### config.mk
export PLATFORM = sky130hd
export DESIGN_NAME = ysyx_25040101_ifu
export DESIGN_NICKNAME = d
export VERILOG_FILES = /design/src/rtl/ysyx_25040101_ifu.sv
export SDC_FILE = /design/constraint.sdc
export NUM_CORES = 1
export LEC_CHECK = 0
export CAP_MARGIN = 20
export CELL_PAD_IN_SITES_DETAIL_PLACEMENT = 0
export CELL_PAD_IN_SITES_GLOBAL_PLACEMENT = 1
export CORE_MARGIN = 1.5
export CORE_UTILIZATION = 34
export CTS_CLUSTER_DIAMETER = 120
export DETAILED_ROUTE_END_ITERATION = 12
export PLACE_DENSITY = 0.87
export SKIP_CTS_REPAIR_TIMING = 1
export SYNTH_ARGS = -nofsm -noshare
export SYNTH_HDL_FRONTEND = slang
export SYNTH_SLANG_ARGS = --single-unit
### constraint.sdc
create_clock -name clk_i -period 2.4 [get_ports clk_i]
set_clock_uncertainty 0.15 [all_clocks]
set_input_delay 0.36 -clock clk_i [delete_from_list [all_inputs] [get_ports clk_i]]
set_output_delay 0.36 -clock clk_i [all_outputs]
set_load 0.1 [all_outputs]
### src/rtl/ysyx_25040101_ifu.sv
// rtl/ysyx_25040101_ifu.sv - instruction fetch unit: PC, single-outstanding imem fetch, decode handoff
// Redirects, stale-response draining and misaligned/bus-error/timeout faults are handled here.
module ysyx_25040101_ifu #(
   parameter logic [31:0] RESET_PC       = 32'h8000_0000,
   parameter int unsigned TIMEOUT_CYCLES = 255,
   parameter int unsigned TIMER_W        = 8
) (
   input  logic        clk_i,
   input  logic        rst_n_i,
   output logic        imem_req_valid_o,
   input  logic        imem_req_ready_i,
   output logic [31:0] imem_req_addr_o,
   input  logic        imem_rsp_valid_i,
   input  logic [31:0] imem_rsp_data_i,
   input  logic        imem_rsp_err_i,
   output logic        inst_valid_o,
   input  logic        inst_ready_i,
   output logic [31:0] inst_o,
   output logic [31:0] inst_pc_o,
   output logic        inst_fault_o,
   input  logic        redirect_valid_i,
   input  logic [31:0] redirect_pc_i
);

   typedef enum logic [1:0] {S_REQ, S_WAIT, S_HOLD} state_t;

   localparam logic [TIMER_W-1:0] TIMER_LAST = TIMER_W'(TIMEOUT_CYCLES - 1);

   state_t             state, state_n;
   logic [31:0]        pc, pc_n;
   logic               drop, drop_n;
   logic [TIMER_W-1:0] timer, timer_n;
   logic [31:0]        inst_q, inst_n;
   logic [31:0]        ipc_q, ipc_n;
   logic               fault_q, fault_n;
   logic               misaligned;
   logic               timeout_hit;

   assign misaligned  = (pc[1:0] != 2'b00);
   assign timeout_hit = (TIMEOUT_CYCLES != 0) && !drop && (timer == TIMER_LAST);

   always_ff @(posedge clk_i) begin
      if (!rst_n_i) begin
         state   <= S_REQ;
         pc      <= RESET_PC;
         drop    <= 1'b0;
         timer   <= '0;
         inst_q  <= 32'd0;
         ipc_q   <= 32'd0;
         fault_q <= 1'b0;
      end else begin
         state   <= state_n;
         pc      <= pc_n;
         drop    <= drop_n;
         timer   <= timer_n;
         inst_q  <= inst_n;
         ipc_q   <= ipc_n;
         fault_q <= fault_n;
      end
   end

   always_comb begin
      state_n = state;
      pc_n    = pc;
      drop_n  = drop;
      timer_n = timer;
      inst_n  = inst_q;
      ipc_n   = ipc_q;
      fault_n = fault_q;
      case (state)
         S_REQ: begin
            if (redirect_valid_i) pc_n = redirect_pc_i;
            if (misaligned) begin
               if (!redirect_valid_i) begin
                  inst_n  = 32'd0;
                  ipc_n   = pc;
                  fault_n = 1'b1;
                  state_n = S_HOLD;
               end
            end else if (imem_req_ready_i) begin
               // A redirect racing the accept leaves that response to be drained.
               state_n = S_WAIT;
               timer_n = '0;
               drop_n  = redirect_valid_i;
            end
         end
         S_WAIT: begin
            if (!drop) timer_n = timer + TIMER_W'(1);
            if (redirect_valid_i) pc_n = redirect_pc_i;
            if (imem_rsp_valid_i) begin
               if (drop) begin
                  drop_n  = 1'b0;
                  state_n = S_REQ;
               end else if (redirect_valid_i) begin
                  state_n = S_REQ;
               end else begin
                  inst_n  = imem_rsp_data_i;
                  ipc_n   = pc;
                  fault_n = imem_rsp_err_i;
                  pc_n    = pc + 32'd4;
                  state_n = S_HOLD;
               end
            end else if (redirect_valid_i) begin
               drop_n = 1'b1;
            end else if (timeout_hit) begin
               inst_n  = 32'd0;
               ipc_n   = pc;
               fault_n = 1'b1;
               pc_n    = pc + 32'd4;
               drop_n  = 1'b1;
               state_n = S_HOLD;
            end
         end
         S_HOLD: begin
            if (redirect_valid_i) pc_n = redirect_pc_i;
            if (inst_ready_i || redirect_valid_i) state_n = drop ? S_WAIT : S_REQ;
         end
         default: state_n = S_REQ;
      endcase
   end

   assign imem_req_valid_o = rst_n_i && (state == S_REQ) && !misaligned;
   assign imem_req_addr_o  = pc;
   assign inst_valid_o     = rst_n_i && (state == S_HOLD);
   assign inst_o           = inst_q;
   assign inst_pc_o        = ipc_q;
   assign inst_fault_o     = rst_n_i && fault_q;

endmodule

==> reports/qor_table.md <==
| Step | Quantity | Value |
|:---|:---|:---|
| worst setup path | Master of the slowest instance on the critical path | sky130_fd_sc_hd__or4b_1 |
| synth | Number of distinct standard cells referenced by the synthesized netlist | 66 |
| global routing | Vias in the first global route | 5,134 |
| synth | Proportion of synthesized chip area in sequential cells | 39.9% |
| pwr | Areal power density over the cells | 617 mW/mm2 |
| hold path | Worst hold path class | primary input to register |
| timing | Final Hold Vio Count | 0 |
| synth | Top cells by area, synth | sky130_fd_sc_hd__dfxtp_1 40%, sky130_fd_sc_hd__mux2i_1 13%, sky130_fd_sc_hd__nand2_1 11% |
| synth | Number of enable flip-flop cells after synthesis | 0 |
| clock network | Clock tree root driver cell | sky130_fd_sc_hd__clkbuf_16 |
| synth | Post-synth top area share | 39.9% |
| outcome | Outcome | finished, final reports clean |
| timing | Setup-violating endpoint count in the final report | 0 |
| job | Max Cap Viol | 0 |
| global routing | Maximum number of pins on one net before global-route repair | 51 |
| global routing | Wire length of the first global-routing pass | 26.7 mm |
| worst setup path | Top delay family on crit path | simple AND/OR/NAND/NOR gates |
| synth | Top FF cell, synth | sky130_fd_sc_hd__dfxtp_1 |
| timing | Max-slew headroom | 67.0% |
| layout | Number of nets in the layout | 890 |
| worst setup path | Required time reported for the critical path endpoint | 2.50 ns |
| worst setup path | Setup crit end kind | register |
| clock network | Maximum level of the CTS H-tree | 3 |
| synth | Count of warnings emitted by yosys | 0 |
| place | Final weighted congestion in routability-driven placement | 0.828 |
| synth | Cell area after synthesis | 0.00542 mm2 |
| timing | Measured slew at the worst slew-check pin | 0.495 ns |
| clock network | Buffer levels on the longest clock path | 2 |
| timing | Count of final max-slew check failures | 0 |
| route | Antenna-violating nets left | 0 |
| clock network | Clock slew seen by the registers of the worst setup and hold paths | 0.07 ns |
| synth | Synthesized flop and latch total | 108 |
| worst setup path | Worst path buffer plus inverter count | 0 |
| global routing | Number of antenna violations at the first check in global routing | 0 |
| floorplan | Area of the die | 0.0167 mm2 |
| floorplan | Effective utilization at floorplan | 35.3% |
| layout | Share of final-layout standard cells stronger than drive strength 1 | 25.0% |
| layout | Growth of design area from synthesis to finish | 41.2% |
| place | Count of buffers inserted at the top-level ports | 169 |
| worst setup path | Critical Path Start | timer[1] |
| worst setup path | Number of cells on the critical path | 6 |
| synth | Avg Synthesized Cell Area | 8.42 um2 |
| hold path | Worst Hold Launch | rst_n_i |
| clock network | Clock tree from TritonCTS | yes |
| floorplan | Y dimension of the die | 129 um |
| route | DRC Markers | 0 |
| worst setup path | Type of element launching the critical path | register |
| pwr | Leak | 3.14 nW |
| floorplan | Floorplan row count | 45 |
| layout | # diodes | 0 |
| floorplan | Die outline width | 129 um |
| worst setup path | Worst r2r dst | imem_req_addr_o[11] |
| place | Detail Placement HPWL | 12.2 mm |
| route | DRT iter0 DRCs | 431 |
| clock network | Inserted Clock Buffers | 9 |
| worst setup path | Worst-case reg-to-reg path depth | 6 |
| global routing | Final global-route overflow total | 0 |
| route | Total iterations of the first detailed-routing run | 5 |
| timing | Setup repair after global routing missed its margin | false |
| synth | Cell type contributing the most total cell area after synthesis | sky130_fd_sc_hd__dfxtp_1 |
| worst setup path | Setup slack on the worst flop-to-flop path | 0.16 ns |
| worst setup path | Type of the worst setup path | register to register |
| pwr | Power Total | 4.73 mW |
| floorplan | Total core area | 0.0154 mm2 |
| route | Post-DR vias/cell | 5.25 |
| place | Pre-CTS WS | -0.00778 ns |
| timing | Clock period minus final worst setup slack | 2.24 ns |
| hold path | Worst hold endpoint | inst_pc_o[31] |
| synth | Synthesized netlist cell count | 644 |
| place | Placed cell count | 1,014 |
| synth | Share of synthesized flip-flops with an asynchronous set or reset | 0% |
| route | Count of vias placed by the detailed router | 5,413 |
| clock network | CTS sink cnt | 108 |
| worst setup path | Reg2reg start | timer[1] |
| global routing | Overall track demand over capacity in global routing | 20.4% |
| worst setup path | Max stage delay on crit path | 0.52 ns |
| timing | Worst hold-check slack | 0.179 ns |
| route | Detailed Route WL | 16.9 mm |
| clock network | Clk Latency, worst-skew pair | 0.36 ns |
| worst setup path | Critical path cell sequence | ha_1 -> and3_1 -> a21o_1 -> nand2_1 -> or4b_1 -> and3_1 |
| pwr | Peak ir drop on the vdd network | 0.427 mV |
| worst setup path | Critical Path AT | 2.34 ns |
| synth | Mapped Nets | 718 |
| worst setup path | Critical Path Fanout Max | 5 |
| layout | Fill cell count | 1,525 |
| timing | Final worst-path cycle share | 93.5% |
| worst setup path | CP most frequent cell | sky130_fd_sc_hd__and3_1 |
| layout | Final core utilization | 49.8% |
| hold path | Worst Hold Path Cells | 3 |
| timing | Crit path setup slack, layout | 0.155 ns |
| route | Routed wirelength normalized by instance count | 16.4 um |
| floorplan | Num ports | 170 |
| timing | Maximum clock frequency | 445 MHz |
| layout | Fin cells | 1,032 |
==> placed cells by master (no fill, tap or decap), types with 8 or more instances in the layout <==
cell type,synthesis,routed
sky130_fd_sc_hd__a21oi_1,24,24
sky130_fd_sc_hd__and3_1,11,11
sky130_fd_sc_hd__buf_4,7,131
sky130_fd_sc_hd__clkbuf_16,0,9
sky130_fd_sc_hd__clkdlybuf4s50_1,0,69
sky130_fd_sc_hd__dfxtp_1,108,86
sky130_fd_sc_hd__dfxtp_2,0,22
sky130_fd_sc_hd__mux2i_1,73,73
sky130_fd_sc_hd__nand2_1,163,163
sky130_fd_sc_hd__nand3_1,19,19
sky130_fd_sc_hd__nand4_1,16,16
sky130_fd_sc_hd__nor2_1,28,28
sky130_fd_sc_hd__nor3_1,12,11
sky130_fd_sc_hd__nor4_1,8,8
sky130_fd_sc_hd__o21ai_0,13,13
==> synth_stat cells (5+ instances only) <==
cell / number
sky130_fd_sc_hd__clkbuf_1: 29
sky130_fd_sc_hd__nand2_1: 163
sky130_fd_sc_hd__o21a_1: 5
sky130_fd_sc_hd__and2_1: 5
sky130_fd_sc_hd__nor2_1: 28
sky130_fd_sc_hd__o22ai_1: 6
sky130_fd_sc_hd__nor4_1: 8
sky130_fd_sc_hd__inv_1: 7
sky130_fd_sc_hd__dfxtp_1: 108
sky130_fd_sc_hd__buf_4: 7
sky130_fd_sc_hd__mux2i_1: 73
sky130_fd_sc_hd__a21oi_1: 24
sky130_fd_sc_hd__xor2_1: 5
sky130_fd_sc_hd__nor3_1: 12
sky130_fd_sc_hd__or4_1: 5
sky130_fd_sc_hd__nand4_1: 16
sky130_fd_sc_hd__o21ai_0: 13
sky130_fd_sc_hd__nand3_1: 19
sky130_fd_sc_hd__o221ai_1: 7
sky130_fd_sc_hd__and4_1: 5
sky130_fd_sc_hd__mux2_2: 5
sky130_fd_sc_hd__buf_2: 6
sky130_fd_sc_hd__and3_1: 11
==> through the flow <==
step	cell area [um2]	setup TNS [ns]
floorplan	5480	-0.174
global placement	7330	0
detailed placement	7330	-0.00778
CTS	7640	0
global route	7660	0
finish	7660	0
==> worst max-delay path by stage <==
stage | endpoint | slack [ns]
detailed placement | timer[7] | -0.008
CTS | inst_pc_o[19] | 0.11
finish | imem_req_addr_o[11] | 0.16
global route | inst_o[4] | 0.01
global placement | timer[7] | 0.06
floorplan | imem_req_valid_o | -0.17
==> power breakdown <==
part | switching, mW | internal [mW]
combinational | 0.794 | 0.397
sequential | 0.0990 | 1.87
clock | 0.724 | 0.848
total | 1.62 | 3.11
==> area by class of cell <==
type                    instances  area (um2)  share of cell area [%]
clock inverters                 6        72.6                   0.948
inverters                       8        30.0                   0.392
clock buffers                  10         239                    3.12
flip-flops and latches        108        2190                    28.6
repair buffers                207        1810                    23.7
multi-input cells             482        3050                    39.8
well taps                     211         264                    3.45
==> layer usage <==
metal,routed length (um),share of wire [%],up-vias,track usage [%]
met2,7830,46,210,33.6
met5,0,0,-,0
met3,1470,8.7,17,6.94
li1,-,-,2643,-
met1,7400,44,2543,25.4
met4,250,1.5,0,5.75
==> cells by family (layout without fill, tap and decap cells) <==
| group | Yosys count | count (layout) | synth area share (%) |
|---|---|---|---|
| flops | 108 | 108 | 39.9 |
| xor+xnor | 5 | 5 | 0.808 |
| compound gates | 96 | 96 | 12.5 |
| mux | 78 | 78 | 14.5 |
| fa+ha+maj | 3 | 3 | 0.692 |
| simple gates | 300 | 300 | 26.9 |
| buf+inv | 54 | 231 | 4.68 |
==> state kept, by name, indices dropped and copies added (netlist names) <==
| signal | cells |
|---|---|
| timer | 8 |
| inst_o | 32 |
| inst_pc_o | 32 |
| fault_q | 1 |
| imem_req_addr_o | 32 |
| drop | 1 |
| state | 2 |
==> worst register-to-register path, cell delays in order (launching register included) <==
cell	delay (ns)
sky130_fd_sc_hd__dfxtp_1	0.43
sky130_fd_sc_hd__ha_1	0.20
sky130_fd_sc_hd__and3_1	0.25
sky130_fd_sc_hd__a21o_1	0.23
sky130_fd_sc_hd__nand2_1	0.18
sky130_fd_sc_hd__or4b_1	0.52
sky130_fd_sc_hd__and3_1	0.18
Power figures use the tool's default switching activity.
